[src/rtl/mlp_argmax_scanner_pkg.sv]
// Shared MLP output-stage definitions: scan state encoding, default layer
// dimensions and an elaboration-time log2 helper.
package mlp_argmax_scanner_pkg;

  localparam int DEF_CLASS_NB    = 10;
  localparam int DEF_SCORE_WIDTH = 40;

  typedef enum logic [1:0] {
    ST_IDLE = 2'd0,
    ST_SCAN = 2'd1,
    ST_DONE = 2'd2
  } scan_state_e;

  function automatic int clog2(input int value);
    int result;
    result = 0;
    while ((1 << result) < value) result++;
    return result;
  endfunction

endpackage

[src/rtl/mlp_argmax_scanner_if.sv]
// Start/done handshake, score vector and result bundle of the arg-max stage.
interface mlp_argmax_scanner_if
  import mlp_argmax_scanner_pkg::*;
#(
  parameter int CLASS_NB     = DEF_CLASS_NB,
  parameter int SCORE_WIDTH  = DEF_SCORE_WIDTH,
  parameter int IDX_WIDTH    = 4,
  parameter int MARGIN_WIDTH = 16
);

  logic                            start;
  logic [CLASS_NB*SCORE_WIDTH-1:0] scores_in;
  logic [MARGIN_WIDTH-1:0]         threshold;
  logic [IDX_WIDTH-1:0]            predict_digit;
  logic [IDX_WIDTH-1:0]            second_digit;
  logic [MARGIN_WIDTH-1:0]         margin;
  logic                            ambiguous;
  logic                            busy;
  logic                            done;

  modport master (
    output start, scores_in, threshold,
    input  predict_digit, second_digit, margin, ambiguous, busy, done
  );

  modport slave (
    input  start, scores_in, threshold,
    output predict_digit, second_digit, margin, ambiguous, busy, done
  );

endinterface

[src/rtl/mlp_score_compare.sv]
// Combinational "challenger beats incumbent" test; TIE_HIGH lets equal scores win.
module mlp_score_compare #(
  parameter int SCORE_WIDTH   = 40,
  parameter int SIGNED_SCORES = 1,
  parameter int TIE_HIGH      = 0
) (
  input  logic [SCORE_WIDTH-1:0] cand_i,
  input  logic [SCORE_WIDTH-1:0] ref_i,
  output logic                   beats_o
);

  logic greater;
  logic equal;

  if (SIGNED_SCORES != 0) begin : g_signed
    assign greater = $signed(cand_i) > $signed(ref_i);
  end else begin : g_unsigned
    assign greater = cand_i > ref_i;
  end

  assign equal   = (cand_i == ref_i);
  assign beats_o = greater | ((TIE_HIGH != 0) && equal);

endmodule

[src/rtl/mlp_argmax_scanner.sv]
// Sequential arg-max / top-2 scanner: one class per enabled cycle, then a
// registered result with a one-cycle done pulse.
//   state | meaning
//   IDLE  | waiting for start; results hold
//   SCAN  | comparing class idx against best and second
//   DONE  | latch results, pulse done, back to IDLE
module mlp_argmax_scanner
  import mlp_argmax_scanner_pkg::*;
#(
  parameter int CLASS_NB      = DEF_CLASS_NB,
  parameter int SCORE_WIDTH   = DEF_SCORE_WIDTH,
  parameter int IDX_WIDTH     = 4,
  parameter int SIGNED_SCORES = 1,
  parameter int TIE_HIGH      = 0,
  parameter int MARGIN_WIDTH  = 16
) (
  input  logic                 clk,
  input  logic                 reset,
  input  logic                 en_i,
  mlp_argmax_scanner_if.slave  bus
);

  if (CLASS_NB < 2) begin : g_err_class_nb
    $error("mlp_argmax_scanner: CLASS_NB must be at least 2");
  end
  if (clog2(CLASS_NB) > IDX_WIDTH) begin : g_err_idx_width
    $error("mlp_argmax_scanner: IDX_WIDTH too small for CLASS_NB");
  end

  localparam int DIFF_W = SCORE_WIDTH + 1;
  localparam logic [SCORE_WIDTH-1:0] SCORE_MIN =
    (SIGNED_SCORES != 0) ? {1'b1, {(SCORE_WIDTH-1){1'b0}}} : '0;

  scan_state_e              state_q, state_d;
  logic [IDX_WIDTH-1:0]     idx_q, idx_d;
  logic [SCORE_WIDTH-1:0]   score_mem_q [CLASS_NB];
  logic [SCORE_WIDTH-1:0]   best_q, best_d;
  logic [SCORE_WIDTH-1:0]   second_q, second_d;
  logic [IDX_WIDTH-1:0]     best_idx_q, best_idx_d;
  logic [IDX_WIDTH-1:0]     second_idx_q, second_idx_d;
  logic [IDX_WIDTH-1:0]     predict_q, predict_d;
  logic [IDX_WIDTH-1:0]     runner_q, runner_d;
  logic [MARGIN_WIDTH-1:0]  margin_q, margin_d;
  logic                     ambiguous_q, ambiguous_d;
  logic                     done_q, done_d;
  logic                     capture;

  logic [SCORE_WIDTH-1:0]   score_cur;
  logic                     beats_best;
  logic                     beats_second;
  logic [DIFF_W-1:0]        best_ext, second_ext, diff;
  logic [MARGIN_WIDTH-1:0]  margin_sat;

  assign score_cur = score_mem_q[idx_q];

  mlp_score_compare #(
    .SCORE_WIDTH   (SCORE_WIDTH),
    .SIGNED_SCORES (SIGNED_SCORES),
    .TIE_HIGH      (TIE_HIGH)
  ) u_cmp_best (
    .cand_i  (score_cur),
    .ref_i   (best_q),
    .beats_o (beats_best)
  );

  mlp_score_compare #(
    .SCORE_WIDTH   (SCORE_WIDTH),
    .SIGNED_SCORES (SIGNED_SCORES),
    .TIE_HIGH      (TIE_HIGH)
  ) u_cmp_second (
    .cand_i  (score_cur),
    .ref_i   (second_q),
    .beats_o (beats_second)
  );

  // One extra bit keeps best - second exact; second never exceeds best.
  if (SIGNED_SCORES != 0) begin : g_sext
    assign best_ext   = {best_q[SCORE_WIDTH-1], best_q};
    assign second_ext = {second_q[SCORE_WIDTH-1], second_q};
  end else begin : g_zext
    assign best_ext   = {1'b0, best_q};
    assign second_ext = {1'b0, second_q};
  end

  assign diff = best_ext - second_ext;

  if (DIFF_W > MARGIN_WIDTH) begin : g_sat
    assign margin_sat = (|diff[DIFF_W-1:MARGIN_WIDTH]) ? '1 : diff[MARGIN_WIDTH-1:0];
  end else begin : g_nosat
    assign margin_sat = MARGIN_WIDTH'(diff);
  end

  always_comb begin
    state_d      = state_q;
    idx_d        = idx_q;
    best_d       = best_q;
    second_d     = second_q;
    best_idx_d   = best_idx_q;
    second_idx_d = second_idx_q;
    predict_d    = predict_q;
    runner_d     = runner_q;
    margin_d     = margin_q;
    ambiguous_d  = ambiguous_q;
    done_d       = 1'b0;
    capture      = 1'b0;

    case (state_q)
      ST_IDLE: begin
        if (bus.start) begin
          capture = 1'b1;
          idx_d   = '0;
          state_d = ST_SCAN;
        end
      end
      ST_SCAN: begin
        if (idx_q == '0) begin
          best_d       = score_cur;
          best_idx_d   = '0;
          second_d     = SCORE_MIN;
          second_idx_d = '0;
        end else if (beats_best) begin
          second_d     = best_q;
          second_idx_d = best_idx_q;
          best_d       = score_cur;
          best_idx_d   = idx_q;
        end else if (beats_second) begin
          second_d     = score_cur;
          second_idx_d = idx_q;
        end
        if (idx_q == IDX_WIDTH'(CLASS_NB - 1)) begin
          state_d = ST_DONE;
        end else begin
          idx_d = idx_q + 1'b1;
        end
      end
      ST_DONE: begin
        predict_d   = best_idx_q;
        runner_d    = second_idx_q;
        margin_d    = margin_sat;
        ambiguous_d = (margin_sat < bus.threshold);
        done_d      = 1'b1;
        state_d     = ST_IDLE;
      end
      default: state_d = ST_IDLE;
    endcase
  end

  always_ff @(posedge clk or negedge reset) begin
    if (!reset) begin
      state_q      <= ST_IDLE;
      idx_q        <= '0;
      best_q       <= '0;
      second_q     <= '0;
      best_idx_q   <= '0;
      second_idx_q <= '0;
      predict_q    <= '0;
      runner_q     <= '0;
      margin_q     <= '0;
      ambiguous_q  <= 1'b0;
      done_q       <= 1'b0;
    end else if (en_i) begin
      state_q      <= state_d;
      idx_q        <= idx_d;
      best_q       <= best_d;
      second_q     <= second_d;
      best_idx_q   <= best_idx_d;
      second_idx_q <= second_idx_d;
      predict_q    <= predict_d;
      runner_q     <= runner_d;
      margin_q     <= margin_d;
      ambiguous_q  <= ambiguous_d;
      done_q       <= done_d;
    end
  end

  // Private copy so upstream may change scores_in while the scan runs.
  always_ff @(posedge clk or negedge reset) begin
    if (!reset) begin
      for (int i = 0; i < CLASS_NB; i++) score_mem_q[i] <= '0;
    end else if (en_i && capture) begin
      for (int i = 0; i < CLASS_NB; i++) begin
        score_mem_q[i] <= bus.scores_in[i*SCORE_WIDTH +: SCORE_WIDTH];
      end
    end
  end

  assign bus.predict_digit = predict_q;
  assign bus.second_digit  = runner_q;
  assign bus.margin        = margin_q;
  assign bus.ambiguous     = ambiguous_q;
  assign bus.done          = done_q;
  assign bus.busy          = (state_q != ST_IDLE);

endmodule

[src/flat_wrapper.sv]
// flat-port wrapper written by rule: the top's interface ports become plain ports
module mlp_argmax_scanner_flat import mlp_argmax_scanner_pkg::*;
#(
  parameter int CLASS_NB      = DEF_CLASS_NB,
  parameter int SCORE_WIDTH   = DEF_SCORE_WIDTH,
  parameter int IDX_WIDTH     = 4,
  parameter int SIGNED_SCORES = 1,
  parameter int TIE_HIGH      = 0,
  parameter int MARGIN_WIDTH  = 16
)
  (clk, reset, en_i, bus_start, bus_scores_in, bus_threshold, bus_predict_digit, bus_second_digit, bus_margin, bus_ambiguous, bus_busy, bus_done);
  mlp_argmax_scanner_if #(.CLASS_NB(CLASS_NB), .SCORE_WIDTH(SCORE_WIDTH), .IDX_WIDTH(IDX_WIDTH), .MARGIN_WIDTH(MARGIN_WIDTH)) bus_i ();
  input  logic clk;
  input  logic reset;
  input  logic en_i;
  input wire logic [$bits(bus_i.start)-1:0] bus_start;
  input wire logic [$bits(bus_i.scores_in)-1:0] bus_scores_in;
  input wire logic [$bits(bus_i.threshold)-1:0] bus_threshold;
  output wire logic [$bits(bus_i.predict_digit)-1:0] bus_predict_digit;
  output wire logic [$bits(bus_i.second_digit)-1:0] bus_second_digit;
  output wire logic [$bits(bus_i.margin)-1:0] bus_margin;
  output wire logic [$bits(bus_i.ambiguous)-1:0] bus_ambiguous;
  output wire logic [$bits(bus_i.busy)-1:0] bus_busy;
  output wire logic [$bits(bus_i.done)-1:0] bus_done;
  assign bus_i.start = bus_start;
  assign bus_i.scores_in = bus_scores_in;
  assign bus_i.threshold = bus_threshold;
  assign bus_predict_digit = bus_i.predict_digit;
  assign bus_second_digit = bus_i.second_digit;
  assign bus_margin = bus_i.margin;
  assign bus_ambiguous = bus_i.ambiguous;
  assign bus_busy = bus_i.busy;
  assign bus_done = bus_i.done;
  mlp_argmax_scanner #(.CLASS_NB(CLASS_NB), .SCORE_WIDTH(SCORE_WIDTH), .IDX_WIDTH(IDX_WIDTH), .SIGNED_SCORES(SIGNED_SCORES), .TIE_HIGH(TIE_HIGH), .MARGIN_WIDTH(MARGIN_WIDTH)) u_core (.clk(clk), .reset(reset), .en_i(en_i), .bus(bus_i));
endmodule
[config.mk]
export PLATFORM = sky130hd
export DESIGN_NAME = mlp_argmax_scanner_flat
export DESIGN_NICKNAME = d
export VERILOG_FILES = /design/src/rtl/mlp_argmax_scanner_pkg.sv /design/src/rtl/mlp_argmax_scanner_if.sv /design/src/rtl/mlp_score_compare.sv /design/src/rtl/mlp_argmax_scanner.sv /design/src/flat_wrapper.sv
export SDC_FILE = /design/constraint.sdc
export NUM_CORES = 1
export LEC_CHECK = 0
export BUFFER_PORTS_ARGS = -buffer_cell sky130_fd_sc_hd__clkbuf_2
export CAP_MARGIN = 20
export CORE_MARGIN = 5
export CORE_UTILIZATION = 25
export CTS_BUF_LIST = sky130_fd_sc_hd__clkbuf_8
export DETAILED_ROUTE_END_ITERATION = 7
export GPL_ROUTABILITY_DRIVEN = 1
export PLACE_DENSITY = 0.53
export SLEW_MARGIN = 20
export SYNTH_ARGS = -nofsm -noshare
export SYNTH_HDL_FRONTEND = slang
export SYNTH_HIERARCHICAL = 1
export SYNTH_SLANG_ARGS = --single-unit
[constraint.sdc]
create_clock -name clk -period 6.18 [get_ports clk]
set_clock_uncertainty 0.1 [all_clocks]
set_input_delay 0.927 -clock clk [delete_from_list [all_inputs] [get_ports clk]]
set_output_delay 0.927 -clock clk [all_outputs]
set_load 0.01 [all_outputs]
# ---- Yosys cells after proc, flatten, opt, wreduce, memory -nomap -nowiden
# Index checks and enable logic that the tools add are counted.
dict set report totals {
  in_bits 420
  wordCells 70
  reg_bits 520
  output_inout_bits 27
}
dict set report classes {
  magnitude_cmp 4
  reduce_logical 13
  eq_ne 6
  add_sub_neg 2
  n_bitwise 1
  muxes 23
}
# operator n
set op_table {}
lappend op_table {{$mux 40} 7}
lappend op_table {{$bmux 40 s4} 1}
lappend op_table {{$gt 40x40->1} 2}
lappend op_table {{$sub 40x40->41} 1}
lappend op_table {{$mux 4} 7}
lappend op_table {{$reduce_or 25->1} 1}
lappend op_table {{$lt 16x16->1} 1}
lappend op_table {{$mux 16} 1}
lappend op_table {{$reduce_and 3->1} 3}
lappend op_table {{$pmux 4 s2} 1}
lappend op_table {{$reduce_bool 2->1} 3}
lappend op_table {{$ge 5x5->1 const B} 1}
lappend op_table {{$not 4->5} 1}
lappend op_table {{$add 4x1->4 const B} 1}
lappend op_table {{$eq 4x4->1 const B} 1}
lappend op_table {{$logic_not 4->1} 1}
lappend op_table {{$mux 2} 2}
lappend op_table {{$ne 2x2->1 const B} 2}
lappend op_table {{$pmux 2 s2} 1}
lappend op_table {{$reduce_and 4->1} 1}
lappend op_table {{$mux 1} 3}
lappend op_table {{$reduce_bool 3->1} 1}
lappend op_table {{$eq 2x1->1 const B} 1}
lappend op_table {{$eq 2x2->1 const B} 1}
lappend op_table {{other kinds (4)} 4}

# ---- Logic depth before layout (Yosys ltp)
dict set report depth {
  ltp_word 8
  mapped_depth 26
  depth_no_buf 24
}

# ---- Hierarchy
# The synthesis kept the hierarchy.
# module seq_area_each_um2 n_inst area_per_inst_um2 cells_per_inst
set modules_own_cells {}
lappend modules_own_cells {mlp_argmax_scanner 13012.5 1 26140.1 2142}
lappend modules_own_cells {mlp_score_compare 0.0 2 1038.5 142}

# ---- Worst setup path before layout
# OpenSTA, ideal clock, no wires.
dict set report synth_path {
  path_type {flip-flop to flip-flop}
  startpoint {register u_core.best_q[0]}
  endpoint {register u_core.ambiguous_q (netlist: u_core/bus.ambiguous)}
  path_buffers 2
  slack_ns 0.249
  path_stages_with_launch 27
  required_ns 5.970
  t_arrival_ns 5.721
  setup_ns 0.110
  period_less_slack_ns 5.931
  cell_sequence {dfrtp_1 inv_1 ha_1 fa_1 and2b_1 o2111ai_1 a2111o_1 and3_4 o2111a_1 or3_1 or4b_1 nor4_1 and4_1 buf_4 buf_6 nand2_1 ha_1 a21o_1 a21o_1 a21o_1 a21o_1 a21o_1 a21o_1 a211o_1 nor3_1 inv_1 o41ai_1}
}
dict set report synth_between {
  elab_chain_cells 4
}
# element line
set synth_lines {}
lappend synth_lines {{start: declaration} mlp_argmax_scanner.sv:37} ;# logic [SCORE_WIDTH-1:0] best_q, best_d;
lappend synth_lines {{start signal: assignment} mlp_argmax_scanner.sv:164} ;# best_q <= best_d;
lappend synth_lines {{$sub 40x40->41 *} mlp_argmax_scanner.sv:85} ;# assign diff = best_ext - second_ext;
lappend synth_lines {{$reduce_or 25->1} mlp_argmax_scanner.sv:88} ;# assign margin_sat = (|diff[DIFF_W-1:MARGIN_WIDTH]) ? '1 : diff[MARGIN_WIDTH-1:0];
lappend synth_lines {{$mux 16 *} mlp_argmax_scanner.sv:88}
lappend synth_lines {{named net u_core.margin_sat[9]} mlp_argmax_scanner.sv:52} ;# logic [MARGIN_WIDTH-1:0] margin_sat;
lappend synth_lines {{$lt 16x16->1 *} mlp_argmax_scanner.sv:140} ;# ambiguous_d = (margin_sat < bus.threshold);
lappend synth_lines {{end signal: assignment} mlp_argmax_scanner.sv:171} ;# ambiguous_q <= ambiguous_d;
lappend synth_lines {{end: declaration} mlp_argmax_scanner.sv:44} ;# logic ambiguous_q, ambiguous_d;
# Mark *: on every way through the listed nets, which the timed path passes. The rest lies on a longest branch.
# A chain may end at the register's enable or synchronous reset.

# ---- Final worst setup path
# Ends and elaborated chain as after synthesis.

==> impl_metrics.yaml <==
run_status:
  status: "finished, final reports clean"
cells_and_area:
  nets: 3506
  final_common_cell: "dfrtp_1"
  final_cell_mix: "dfrtp_1 (517), clkbuf_2 (445), mux2_2 (404)"
  final_core_util_pct: 31.12
  syn2layout_area_growth_pct: 23.90
  stdcell_area_um2: 34960
  drive_above_1_share_pct: 40.32
  stdcell_count: 4531
grt:
  grt_max_degree: 141
  grt_usage_pct: 14.90
  grt_pass1_wl_um: 138200
  gr-total-overflow: 0
  grt_pass1_vias: 22260
  antenna_found_initial: 37
floorplan:
  die_w_um: 346.0
  initial_core_util_pct: 25.12
  core-area_um2: 112300
  die-area_um2: 119700
  chipHeight_um: 346.0
  io_pins: 447
  fp-row-count: 123
power_and_ir_drop:
  p_seq_share_pct: 25.6
  combPwrFrac_pct: 60.4
  p_per_area_nw_per_um2: 680.6
  p_sw_mw: 10.55
  pwr-share-clk_pct: 14.0
  peakVddDrop_mv: 0.4778
  p_int_mw: 13.24
  switching_share_pct: 44.33
  leakage_nw: 15.99
  total_power_mw: 23.79
logic_synthesis:
  ys_seq_area_share_pct: 46.12
  synth_cell_type_count: 74
  synthesis.area_um2: 28220
  yosys_warnings: 6
  synth_top_flop_cell: "dfrtp_1"
  synth_edf_count: 0
  synth-seq-cells: 520
  syn-num-nets: 2985
  async_flop_share_pct: 100.0
  syn_avg_cell_area_um2: 11.63
  synthCells: 2426
sta:
  final-setup-viol-count: 0
  relSlewSlack_pct: 34.86
  fmax_mhz: 169.9
  finalHoldViolCount: 0
  tns_ps: 0
  fin_ws_ps: 294.9
  hold_ws_ps: 137.2
  worstMarginPinSlew_ps: 975.0
  drv_slew: 0
  min_period_ps: 5885
  finalCritPeriodShare_pct: 95.23
flow_run:
  max_cap_violations: 0
drt:
  first_pass_iters: 5
  dr.first_iter.drc_count: 988
  routed-via-count: 20890
  antenna_left: 0
  vias_per_cell: 4.611
  routedWlPerCell_um: 20.20
  finalWirelength_um: 91530
  drc: 0
setup_path:
  cp.required_ps: 6720
  end_kind: "register"
  arrival_ps: 6430
  worstSetupPathType: "reg -> reg"
  critPathLaunchType: "register"
  critPathSlowestCell: "or4b_1"
  path_common_cell: "a21o_1"
  crit_fanout: 4
  slowest_delay_ps: 480
placement:
  gp_congestion: 0.8656
  place_inst: 4348
  post-dp-hpwl_um: 70780
  placed_area_um2: 32900
  dp_slack_ps: -88.10
  numPortBuffers: 446
cts:
  h-tree-depth: 3
  tritoncts.num_buffers: 97
  clock_sinks: 520
  clockBufferDepth: 3
  clockRootBuffer: "clkbuf_8"
  holdBufCountCts: 0
  clkTransAtPathRegs_ps: 60
  cts_tree: "yes"
  clock_latency_ps: 740
  postCtsSetupBuffers: 0
min_path:
  hold_class: "in -> async"
sequential cells by signal, indices dropped and copies added (netlist names), 4 cells and up:
signal / count
u_core/second_q: 40
u_core/idx_q: 4
u_core/second_idx_q: 4
u_core/bus.margin: 16
u_core/best_idx_q: 4
u_core/bus.second_digit: 4
u_core/bus.predict_digit: 4
u_core/score_mem_q: 400
u_core/best_q: 40
worst max-delay path, delay by kind of cell, from the launching register on:
family	cells	cell delay, ps
DFF	1	340
buffers and inverters	4	430
AOI/OAI and AO/OA	11	2210
and+or+nand+nor	8	1870
adders and majority gates	3	850
metal layers:
metal,track usage [%],routed length [um],vias up
met5,0,231,-
met4,4.101,2298,34
met3,5.295,7071,166
met2,23.87,41660,527
met1,19.15,40270,10270
li1,-,-,9898
synth_stat cells (all sizes together) (29+ instances only):
master / number / area (um^2)
nand2: 160 / 600.6
mux4: 80 / 1802
ha: 138 / 1727
dfrtp: 520 / 13010
o22ai: 42 / 262.8
nand3: 36 / 180.2
clkbuf: 110 / 412.9
mux2: 404 / 4549
mux2i: 90 / 900.9
o22a: 39 / 341.6
o21ai: 80 / 400.4
nand4: 33 / 255.2
inv: 192 / 720.7
a21o: 29 / 217.7
nor2: 98 / 367.9
a21oi: 131 / 655.6
power by group through the flow:
stage / Combinational [mW] / Sequential, mW / Clock (mW)
2_1_floorplan: 9.46 / 5.74 / 0
4_1_cts: 14.5 / 6.12 / 3.47
5_1_grt: 15.8 / 6.32 / 3.62
3_3_place_gp: 14.3 / 6.11 / 0
3_5_place_dp: 14.4 / 6.18 / 0
6_report: 14.4 / 6.09 / 3.32
cells by family (layout without fill, tap and decap cells):
logic type,count (synthesis),count (layout),share of synthesized area (%)
other,0,13,0
flip-flops,520,520,46.12
AND/OR/NAND/NOR,417,417,7.152
buffers and inverters,326,918,4.434
multiplexers,574,574,25.70
adder cells (fa/ha/maj),139,139,6.190
AO/OA/AOI/OAI,429,429,9.755
XOR/XNOR,21,21,0.6518
worst paths after layout:
path	startpoint	to	slack, ps	cells past startpoint
worst max register to register	u_core/best_q[0]$_DFFE_PN0P_	u_core/bus.ambiguous$_DFFE_PN0P_	290	26
worst max-delay path	u_core/best_q[0]$_DFFE_PN0P_	u_core/bus.ambiguous$_DFFE_PN0P_	290	26
worst min register to register	u_core/second_idx_q[0]$_DFFE_PN0P_	u_core/bus.second_digit[0]$_DFFE_PN0P_	380	2
min in group clk	bus_scores_in[243]	u_core/score_mem_q[123]$_DFFE_PN0P_	330	2
worst min-delay path	reset	u_core/score_mem_q[302]$_DFFE_PN0P_	140	1
max in group asynchronous	reset	u_core/idx_q[1]$_DFFE_PN0P_	4450	2
area by class of cell:
class,count,area [um^2]
clock buffers,117,1610
multi-input cells,1580,14070
well taps,1500,1877
repair buffers,556,3324
inverters,192,720.7
flip-flops and latches,520,13020
clock inverters,53,307.8
fillers,11610,77390
diodes,13,32.53
timing repair:
item / CTS / global route
endpoints found under the hold margin: 0 / 0
pin swaps: 0 / 17
endpoints found under the setup margin: 1 / 1
resized for setup: 3 / 18
Note: power is estimated with default switching activity, not from simulation.
